**src/rtl/avalon_sdram_req_buffer_if.sv**
```systemverilog
// rtl/avalon_sdram_req_buffer_if.sv - Avalon-MM command/response bundle
interface avalon_sdram_req_buffer_if #(
  parameter int AW   = 24,
  parameter int DW   = 16,
  parameter int BYTE = DW / 8
);
  logic            read;
  logic            write;
  logic [AW-1:0]   address;
  logic [DW-1:0]   writedata;
  logic [BYTE-1:0] byteenable;
  logic            waitrequest;
  logic [DW-1:0]   readdata;
  logic            readdatavalid;

  // master issues commands; slave stalls and returns read data
  modport master (
    output read, write, address, writedata, byteenable,
    input  waitrequest, readdata, readdatavalid
  );

  modport slave (
    input  read, write, address, writedata, byteenable,
    output waitrequest, readdata, readdatavalid
  );
endinterface

```
**src/rtl/avalon_sdram_req_buffer.sv**
```systemverilog
// rtl/avalon_sdram_req_buffer.sv - command FIFO with read-outstanding limit in front of SDRAM controller
module avalon_sdram_req_buffer #(
  parameter int AW     = 24,
  parameter int DW     = 16,
  parameter int BYTE   = DW / 8,
  parameter int DEPTH  = 4,
  parameter int MAX_RD = 8
) (
  input  logic                      clk,
  input  logic                      reset,
  avalon_sdram_req_buffer_if.slave  s,
  avalon_sdram_req_buffer_if.master m
);
  localparam int PW = $clog2(DEPTH);
  localparam int CW = $clog2(MAX_RD + 1);

  logic            mem_is_write [DEPTH];
  logic [AW-1:0]   mem_address  [DEPTH];
  logic [DW-1:0]   mem_writedata[DEPTH];
  logic [BYTE-1:0] mem_byteen   [DEPTH];

  logic [PW:0]     wr_ptr;
  logic [PW:0]     rd_ptr;
  logic [CW-1:0]   rd_cnt;
  logic            full;
  logic            empty;
  logic            rd_limit;
  logic            stall;
  logic            push;
  logic            push_read;
  logic            pop;
  logic [PW-1:0]   head;
  logic [DW-1:0]   readdata_q;
  logic            readdatavalid_q;

  assign full  = (wr_ptr[PW] != rd_ptr[PW]) && (wr_ptr[PW-1:0] == rd_ptr[PW-1:0]);
  assign empty = (wr_ptr == rd_ptr);

  assign rd_limit = (rd_cnt == CW'(MAX_RD));
  assign stall    = reset | full | rd_limit;

  // a simultaneous read+write is queued as the write alone
  assign push      = (s.read | s.write) & ~stall;
  assign push_read = push & ~s.write;
  assign pop       = ~empty & ~m.waitrequest;
  assign head      = rd_ptr[PW-1:0];

  always_ff @(posedge clk) begin
    if (push) begin
      mem_is_write [wr_ptr[PW-1:0]] <= s.write;
      mem_address  [wr_ptr[PW-1:0]] <= s.address;
      mem_writedata[wr_ptr[PW-1:0]] <= s.writedata;
      mem_byteen   [wr_ptr[PW-1:0]] <= s.byteenable;
    end
  end

  always_ff @(posedge clk) begin
    if (reset) begin
      wr_ptr <= '0;
      rd_ptr <= '0;
    end else begin
      if (push) wr_ptr <= wr_ptr + 1'b1;
      if (pop)  rd_ptr <= rd_ptr + 1'b1;
    end
  end

  // a stray readdatavalid with nothing outstanding leaves the count at zero
  always_ff @(posedge clk) begin
    if (reset) begin
      rd_cnt <= '0;
    end else begin
      case ({push_read, m.readdatavalid})
        2'b10:   rd_cnt <= rd_cnt + CW'(1);
        2'b01:   if (rd_cnt != '0) rd_cnt <= rd_cnt - CW'(1);
        default: rd_cnt <= rd_cnt;
      endcase
    end
  end

  always_ff @(posedge clk) begin
    if (reset) begin
      readdatavalid_q <= 1'b0;
      readdata_q      <= '0;
    end else begin
      readdatavalid_q <= m.readdatavalid;
      if (m.readdatavalid) readdata_q <= m.readdata;
    end
  end

  assign s.waitrequest   = stall;
  assign s.readdata      = readdata_q;
  assign s.readdatavalid = readdatavalid_q;

  assign m.write      = ~empty & mem_is_write[head];
  assign m.read       = ~empty & ~mem_is_write[head];
  assign m.address    = mem_address[head];
  assign m.writedata  = mem_writedata[head];
  assign m.byteenable = mem_byteen[head];
endmodule

```
**src/flat_wrapper.sv**
```systemverilog
// flat-port wrapper written by rule: the top's interface ports become plain ports
module avalon_sdram_req_buffer_flat 
#(
  parameter int AW     = 24,
  parameter int DW     = 16,
  parameter int BYTE   = DW / 8,
  parameter int DEPTH  = 4,
  parameter int MAX_RD = 8
)
  (clk, reset, s_read, s_write, s_address, s_writedata, s_byteenable, s_waitrequest, s_readdata, s_readdatavalid, m_read, m_write, m_address, m_writedata, m_byteenable, m_waitrequest, m_readdata, m_readdatavalid);
  avalon_sdram_req_buffer_if #(.AW(AW), .DW(DW), .BYTE(BYTE)) s_i ();
  avalon_sdram_req_buffer_if #(.AW(AW), .DW(DW), .BYTE(BYTE)) m_i ();
  input  logic clk;
  input  logic reset;
  input wire logic [$bits(s_i.read)-1:0] s_read;
  input wire logic [$bits(s_i.write)-1:0] s_write;
  input wire logic [$bits(s_i.address)-1:0] s_address;
  input wire logic [$bits(s_i.writedata)-1:0] s_writedata;
  input wire logic [$bits(s_i.byteenable)-1:0] s_byteenable;
  output wire logic [$bits(s_i.waitrequest)-1:0] s_waitrequest;
  output wire logic [$bits(s_i.readdata)-1:0] s_readdata;
  output wire logic [$bits(s_i.readdatavalid)-1:0] s_readdatavalid;
  output wire logic [$bits(m_i.read)-1:0] m_read;
  output wire logic [$bits(m_i.write)-1:0] m_write;
  output wire logic [$bits(m_i.address)-1:0] m_address;
  output wire logic [$bits(m_i.writedata)-1:0] m_writedata;
  output wire logic [$bits(m_i.byteenable)-1:0] m_byteenable;
  input wire logic [$bits(m_i.waitrequest)-1:0] m_waitrequest;
  input wire logic [$bits(m_i.readdata)-1:0] m_readdata;
  input wire logic [$bits(m_i.readdatavalid)-1:0] m_readdatavalid;
  assign s_i.read = s_read;
  assign s_i.write = s_write;
  assign s_i.address = s_address;
  assign s_i.writedata = s_writedata;
  assign s_i.byteenable = s_byteenable;
  assign s_waitrequest = s_i.waitrequest;
  assign s_readdata = s_i.readdata;
  assign s_readdatavalid = s_i.readdatavalid;
  assign m_read = m_i.read;
  assign m_write = m_i.write;
  assign m_address = m_i.address;
  assign m_writedata = m_i.writedata;
  assign m_byteenable = m_i.byteenable;
  assign m_i.waitrequest = m_waitrequest;
  assign m_i.readdata = m_readdata;
  assign m_i.readdatavalid = m_readdatavalid;
  avalon_sdram_req_buffer #(.AW(AW), .DW(DW), .BYTE(BYTE), .DEPTH(DEPTH), .MAX_RD(MAX_RD)) u_core (.clk(clk), .reset(reset), .s(s_i), .m(m_i));
endmodule
```
**config.mk**
```make
export PLATFORM = sky130hd
export DESIGN_NAME = avalon_sdram_req_buffer_flat
export DESIGN_NICKNAME = d
export VERILOG_FILES = /design/src/rtl/avalon_sdram_req_buffer_if.sv /design/src/rtl/avalon_sdram_req_buffer.sv /design/src/flat_wrapper.sv
export SDC_FILE = /design/constraint.sdc
export NUM_CORES = 1
export LEC_CHECK = 0
export ABC_AREA = 1
export CORE_MARGIN = 2
export CORE_UTILIZATION = 35
export DETAILED_ROUTE_END_ITERATION = 7
export GPL_TIMING_DRIVEN = 0
export SLEW_MARGIN = 20
export SYNTH_ARGS = -nofsm -noshare
export SYNTH_HDL_FRONTEND = slang
export SYNTH_SLANG_ARGS = --single-unit
```
**constraint.sdc**
```tcl
create_clock -name clk -period 3.6 [get_ports clk]
set_clock_uncertainty 0.05 [all_clocks]
set_input_delay 0.72 -clock clk [delete_from_list [all_inputs] [get_ports clk]]
set_output_delay 0.72 -clock clk [all_outputs]
set_load 0.02 [all_outputs]
```
# After elaboration in Yosys (flattened, before gate mapping)
# Memories as Yosys holds them, arrays and structs flattened. A register that Yosys moved wholly into a read port is not among the register bits.
# Index checks and enable logic that the tools add are counted.
# W data, S select, Z words.
dict set report classes {
  addsub 4
  mul 0
  div_mod_pow 0
  order_cmp 0
  n_eq_ne 7
  shift 0
  muxes 12
  bitwise_logic 13
  n_reduce_logical 4
}
# cell n
set op_table {}
lappend op_table {{$mux W2} 8}
lappend op_table {{$pmux W4 S2} 1}
lappend op_table {{$add A3 B1 Y3 const B} 2}
lappend op_table {{$and A1 B1 Y1} 5}
lappend op_table {{$not A1 Y1} 5}
lappend op_table {{$add A4 B1 Y4 const B} 1}
lappend op_table {{$eq A4 B4 Y1 const B} 1}
lappend op_table {{$mux W4} 1}
lappend op_table {{$reduce_bool A4 Y1} 1}
lappend op_table {{$sub A4 B1 Y4 const B} 1}
lappend op_table {{$eq A3 B3 Y1} 1}
lappend op_table {{$or A1 B1 Y1} 3}
lappend op_table {{$eq A2 B1 Y1 const B} 1}
lappend op_table {{$eq A2 B2 Y1} 1}
lappend op_table {{$eq A2 B2 Y1 const B} 1}
lappend op_table {{$mux W1} 2}
lappend op_table {{$ne A2 B1 Y1 const B} 1}
lappend op_table {{$reduce_and A2 Y1} 1}
lappend op_table {{$reduce_bool A2 Y1} 1}
lappend op_table {{$logic_and A1 B1 Y1} 1}
lappend op_table {{$ne A1 B1 Y1} 1}
dict set report word_totals {
  reg_bits 27
  latch_bits 0
  ram_bits 172
  rom_bits 0
  input_bits 64
  out_inout_bits 62
  wordCells 49
  n_memories 4
}
# memory depth width rd rd_ports_with_merged_regs wr line_no
set memory_table {}
lappend memory_table {u_core.mem_address 4 24 1 1 1 avalon_sdram_req_buffer.sv:18} ;# logic [AW-1:0] mem_address [DEPTH];
lappend memory_table {u_core.mem_writedata 4 16 1 1 1 avalon_sdram_req_buffer.sv:19} ;# logic [DW-1:0] mem_writedata[DEPTH];
lappend memory_table {u_core.mem_byteen 4 2 1 1 1 avalon_sdram_req_buffer.sv:20} ;# logic [BYTE-1:0] mem_byteen [DEPTH];
lappend memory_table {u_core.mem_is_write 4 1 1 1 1 avalon_sdram_req_buffer.sv:17} ;# logic mem_is_write [DEPTH];

# Logic depth before layout (Yosys ltp)
# Gate-level depths: netlist of the first run.
dict set report logic_depth {
  word_depth 10
  ltp_mapped 16
  mapped_depth_nobuf 16
}

# Least setup slack after synthesis of the first run
# No wires, ideal clock.
dict set report synth_path {
  path_type {in2reg}
  start {input reset}
  end {memory u_core.mem_address[0][0], enable pin}
  setup_time_ps 444
  arrival_time_ps 2971
  required_time_ps 3106
  path_slack_ps 136
  stages 3
  n_path_buf 0
  cell_sequence {a21oi_4 > o211ai_1 > nor2_1}
}
dict set report synth_between {
  elab_chain_len 6
}
# item line_no
set synth_rtl {}
lappend synth_rtl {{start, declared} flat_wrapper.sv:14} ;# input logic reset;
lappend synth_rtl {{$or A1 B1 Y1 (2 in a row)} avalon_sdram_req_buffer.sv:40} ;# assign stall = reset | full | rd_limit;
lappend synth_rtl {{$not A1 Y1} avalon_sdram_req_buffer.sv:43} ;# assign push = (s.read | s.write) & ~stall;
lappend synth_rtl {{$and A1 B1 Y1} avalon_sdram_req_buffer.sv:43}
lappend synth_rtl {{$mux W1} avalon_sdram_req_buffer.sv:49} ;# if (push) begin
lappend synth_rtl {{$mux W1 (not written as such)} avalon_sdram_req_buffer.sv:51} ;# mem_address [wr_ptr[PW-1:0]] <= s.address;
lappend synth_rtl {{end, declared} avalon_sdram_req_buffer.sv:18}
# No other way between the ends.

==> results of run 1 <==
==> repair_timing <==
| action | in CTS | in global routing |
|---|---|---|
| setup endpoints to repair | 41 | 17 |
| gates resized for setup | 6 | 9 |
| pin swaps | 0 | 0 |
| buffers inserted | 0 | 0 |
| hold buffers | 0 | 0 |
==> flip-flops by register name, summed over array words and instances, names as in the netlist, named ones only <==
| register | count |
|---|---|
| u_core.mem_is_write | 4 |
| u_core.mem_address | 96 |
| u_core.wr_ptr | 3 |
| u_core.s.readdatavalid | 1 |
| u_core.rd_ptr | 3 |
| u_core.mem_byteen | 8 |
| u_core.mem_writedata | 64 |
| u_core.rd_cnt | 4 |
| u_core.s.readdata | 16 |
==> report_power, final <==
part | switching, mW | internal (mW) | total, mW
clock | 0.898 | 1.32 | 2.22
sequential | 0.0480 | 2.66 | 2.71
combinational | 0.761 | 0.525 | 1.29
==> final timing paths <==
check / startpoint / endpoint / slack, ns
max: flop / m_writedata[5] / 0.14
min: u_core.s.readdata[4] / u_core.s.readdata[4] / 0.45
max reg2reg: u_core.wr_ptr[1] / u_core.mem_address[2][21] / 1.05
min reg2reg: u_core.s.readdata[4] / u_core.s.readdata[4] / 0.45
==> cells by family (layout without fill, tap and decap cells) <==
logic type               after synthesis  in the layout
adder cells (fa/ha/maj)                6              6
AO/OA/AOI/OAI                        164            164
flip-flops                           201            201
AND/OR/NAND/NOR                      169            169
buffers and inverters                 59            232
==> metal layers <==
metal	global-route usage, %	part of all wire [%]	up-vias
met5	0	0.074	-
met4	4.35	1.9	2
met3	4.55	8.9	30
met2	25.0	45	158
met1	20.1	44	2397
li1	-	-	2492
==> critical path: stages, from the launching register on <==
cell and delay (ns):
dfxtp_1 0.41, inv_1 0.20, clkbuf_2 0.27, clkbuf_4 0.27, nor2_1 0.07, o22ai_1 0.29, clkdlybuf4s50_1 0.67
==> cells in the final DEF, fill, tap and decap left out, types with 2 or more instances in the layout <==
cell type / count
buf_12: 2
ha_1: 6
clkinv_1: 10
nor3_1: 2
nor2_4: 4
clkbuf_1: 18
bufinv_16: 2
nand2_1: 28
buf_1: 2
clkbuf_2: 10
dfxtp_1: 29
inv_1: 26
buf_2: 3
nand3_1: 5
clkbuf_16: 23
edfxtp_1: 172
buf_16: 5
o21ai_0: 108
o22ai_1: 42
nor2_1: 123
clkdlybuf4s50_1: 125
a21oi_1: 9
==> final cells by class <==
| class | count | area [µm²] | share of cell area (%) |
|---|---|---|---|
| tap | 280 | 350 | 3.44 |
| buffer | 31 | 136 | 1.34 |
| clock buffer | 26 | 587 | 5.76 |
| inverter | 28 | 105 | 1.03 |
| timing repair buffer | 132 | 1430 | 14.0 |
| clock inverter | 15 | 138 | 1.35 |
| sequential | 201 | 5750 | 56.4 |
| multi-input combinational | 339 | 1690 | 16.6 |
==> per-stage QoR <==
stage | instance area (µm²) | instances | total power [mW]
2_1_floorplan | 7640 | 599 | 3.41
3_3_place_gp | 9240 | 1004 | 4.02
3_5_place_dp | 9450 | 1011 | 4.05
4_1_cts | 10200 | 1052 | 6.28
5_1_grt | 10200 | 1052 | 6.48
6_report | 10200 | 1052 | 6.21
==> reports/results.ini, run 1 <==
[status]
status=finished clean

[synthesis]
synth.distinct_cells=28
synth-seq-area-share_pct=75.2
synth-async-reset-ratio_pct=0
synth_ff_type=edfxtp_1
muxShareOfSynthArea_pct=0
yosysTopAreaCellShare_pct=67.6
synth_largest_area_cell=edfxtp_1
synth_top_family_by_area=compound AO/OA/AOI/OAI gates
synth_cells=599
synth-edff-count=172
synthXorXnorAreaFrac_pct=0
yosysMostFrequentCell=edfxtp_1
yosys-top-cells-area=edfxtp_1 68%, dfxtp_1 7.6%, o21ai_0 7.1%, nor2_1 6.2%, o22ai_1 3.4%
synth_area_um2=7640
synth_seq_cells=201
synthAdderAreaFrac_pct=0.983
synth_simple_gate_area_share_pct=9.04
synth_compound_area_share_pct=11.8
avgSynthCellArea_um2=12.8
yosys_warnings=0
synth_fp_nets=669
yosys-top-cells-count=172 x edfxtp_1, 126 x nor2_1, 108 x o21ai_0

[worst_setup_path]
crit_fanout=10
startpoint_type=flop
arrival_ns=2.69
r2r_cells=7
endpoint_kind=output port
cp.required_ns=2.83
setup.worst_path.class=reg -> out

[sta]
fmax_mhz=289
worst-slew-pin-transition_ns=1.07
setup_ws_ns=0.138
max-slew-margin-rel_pct=28.1
timing.hold.ws_ns=0.447
final-hold-violation-count=0
finalCriticalPeriod_ns=3.46
finalSetupViolCount=0
finalMaxSlewViolations=0
fin_tns_setup_ns=0
rsz0062_at_grt=no
final.period_utilization_pct=96.2

[routing]
ant_nets=0
drc=0
wire_per_inst_um=16.8
routed_wl_um=17700
vias=5079
via_per_inst=4.83
drt-initial-drc-count=311
firstDrtPassIters=4

[grt]
grt_max_degree=24
grt_pass1_wl_um=27000
grt.total_usage_pct=15.4
antenna_found_initial=1
grt_pass1_vias=4990
overflow=0

[die]
fp.dieW_um=152
die_area_um2=23000
die_h_um=152
start_util_pct=35.3
core_um2=21600
ios=126
num_rows=54

[placement]
dp_slack_ns=0.205
gp_congestion=0.731
port_buffers=125
dp_hpwl_um=10900

[pwr]
p_leak_nw=3.52
power.density_nw_per_um2=610
peakVddDrop_mv=0.295

[cells_and_area]
fillCellCount=1954
areaGrowthSynthToFinish_pct=33.3
layout-drive-gt1-share_pct=8.03
num_antenna_cells=0
nNetsFinal=826
fin_util_pct=47.1

[clocking]
cts_tree=built
worst_skew_pair.late_latency_ns=0.51
cts-htree-levels=1
clk_pin_slew_ns=0.06
clock_path_buffers=3
clkSinkCount=201
clockRootBuffer=clkbuf_16
numCtsBuffers=23

[worst_hold_path]
worstHoldPathType=reg -> reg
hold_depth=2

[run]
drv_cap=0

(Power assumes the default switching activity.)
==> run 2, diff against run 1 <==
--- a/config.mk
+++ b/config.mk
@@ -7,9 +7,9 @@
 export LEC_CHECK = 0
 export ABC_AREA = 1
 export CORE_MARGIN = 2
-export CORE_UTILIZATION = 35
+export CORE_UTILIZATION = 44
 export DETAILED_ROUTE_END_ITERATION = 7
-export GPL_TIMING_DRIVEN = 0
+export PLACE_DENSITY = 0.71
 export SLEW_MARGIN = 20
 export SYNTH_ARGS = -nofsm -noshare
 export SYNTH_HDL_FRONTEND = slang
==> run 2 against run 1 <==
Wire length decreased by 9.4%. Combinational power decreased by 5%. Register-to-register slack improved by 0.51 ns. Count of clock-buffer cells in the layout increased by 2. Power decreased by 5.2%. Global-route usage increased by 2.0 points. Worst hold slack improved by 0.0036 ns. First-iteration DRC count decreased by 2.9%. Critical path type unchanged. Largest power group unchanged.
==> reports/results.ini, run 2 (synthesis gave the netlist of run 1 again) <==
[status]
status=finished clean

[worst_setup_path]
path_buf_inv=3
r2r_cells=7
setup.worst_path.class=reg -> out
reg2reg_to=u_core.mem_address[3][1]
arrival_ns=2.43
r2r-start=u_core.wr_ptr[1]
cp.required_ns=2.83
crit_path_end=m_writedata[2]
crit_slowest_cell=clkdlybuf4s50_1
slowest_delay_ns=0.66
reg2reg_slack_ns=1.56
startpoint_type=flop
endpoint_kind=output port
cpLargestDelayFamily=buffers and inverters
crit_fanout=15
cp.depth=5
critical_path.cell_chain=inv_1, buf_4, o21ai_0, o22ai_1, clkdlybuf4s50_1

[placement]
dpl_cell_area_um2=9240
port_buffers=125
gp_congestion=0.767
dp_hpwl_um=9510

[clocking]
clock_path_buffers=3
worst_skew_pair.late_latency_ns=0.47
cts_resized=0
postCtsHoldBufs=0
postCtsSetupBuffers=0
clockRootBuffer=clkbuf_16
clk_pin_slew_ns=0.06
cts_tree=built
clkSinkCount=201
numCtsBuffers=21
cts-htree-levels=1

[sta]
final.period_utilization_pct=88.9
finalMaxSlewViolations=0
finalCriticalPeriod_ns=3.20
finalSetupViolCount=0
rsz0062_at_grt=no
fmax_mhz=313
max-slew-margin-rel_pct=54.0
fin_tns_setup_ns=0
final-hold-violation-count=0
worst-slew-pin-transition_ns=0.687

[cells_and_area]
num_antenna_cells=0
layout-drive-gt1-share_pct=6.75
largest_reg_flops=96
final_cell_mix=172 x edfxtp_1, 125 x clkdlybuf4s50_1, 123 x nor2_1
final_area_um2=9860
areaGrowthSynthToFinish_pct=29.0
final_common_cell=edfxtp_1
nNetsFinal=797
fin_util_pct=57.6

[grt]
antenna_found_initial=0
grt_max_degree=87
overflow=0
grt.total_usage_pct=17.4
grt_pass1_vias=5052
grt_pass1_wl_um=25200

[routing]
ant_nets=0
firstDrtPassIters=4
drc=0
via_per_inst=5.23
drt-initial-drc-count=302
vias=5055
wire_per_inst_um=16.6
routed_wl_um=16000

[die]
start_util_pct=44.6
ios=126
die_area_um2=18400
die_h_um=136
core_um2=17100
fp.dieW_um=136
num_rows=48

[pwr]
peakVddDrop_mv=0.359
p_leak_nw=3.40
power.density_nw_per_um2=597

[run]
drv_cap=0

[worst_hold_path]
worstHoldPathType=reg -> reg

==> run 2: changes by cell type in the layout (fill, tap and decap cells not counted), sizes merged <==
| cell | before | now |
|---|---|---|
| inv | 29 | 27 |
| clkinv | 11 | 9 |
| buf | 12 | 11 |
| bufinv | 2 | 1 |
| clkinvlp | 1 | 0 |
| clkbuf | 52 | 28 |
==> run 2: cell type report <==
type / count / area (µm²)
clock buffer: 28 / 552
inverter: 28 / 105
fill: 1367 / 7260
clock inverter: 9 / 67.6
tap: 225 / 282
sequential: 201 / 5750
multi-input combinational: 339 / 1690
timing repair buffer: 136 / 1410
==> run 2: worst min path at each step <==
stage / start / depth (start not counted) / endpoint / slack (ns)
2_1_floorplan: u_core.rd_ptr[1] / 2 / flop / 0.42
3_3_place_gp: u_core.s.readdata[2] / 2 / u_core.s.readdata[2] / 0.43
3_5_place_dp: u_core.s.readdata[15] / 2 / u_core.s.readdata[15] / 0.44
4_1_cts: u_core.s.readdata[15] / 2 / u_core.s.readdata[15] / 0.46
5_1_grt: u_core.s.readdata[3] / 2 / u_core.s.readdata[3] / 0.47
6_report: u_core.s.readdata[8] / 2 / u_core.s.readdata[8] / 0.45
==> run 2: tightest hold or removal path: stages, from the launching register on <==
cell,delay (ns)
dfxtp_1,0.32
o21ai_0,0.07
nor2_1,0.07
==> run 2: metrics by stage <==
stage	power (mW)	hold WS, ns	worst slack [ns]	std cells
6_report	5.89	0.451	0.400	966
5_1_grt	6.14	0.474	0.285	966
4_1_cts	5.94	0.457	0.355	966
3_5_place_dp	4.00	0.436	0.742	929
3_3_place_gp	3.96	0.426	0.732	929
2_1_floorplan	3.41	0.421	0.136	599
==> run 2: routing by layer <==
layer / track usage [%] / routed length [µm] / share of wire (%)
met1: 21.5 / 6770 / 42
met3: 3.74 / 923 / 5.8
met2: 31.1 / 8090 / 51
met4: 4.22 / 229 / 1.4
met5: 0 / 0 / 0
==> run 2: report_power, final <==
part,leakage (nW),internal (mW),switching [mW]
registers,1.81,2.66,0.0441
logic,1.29,0.510,0.723
clock network,0.301,1.15,0.804
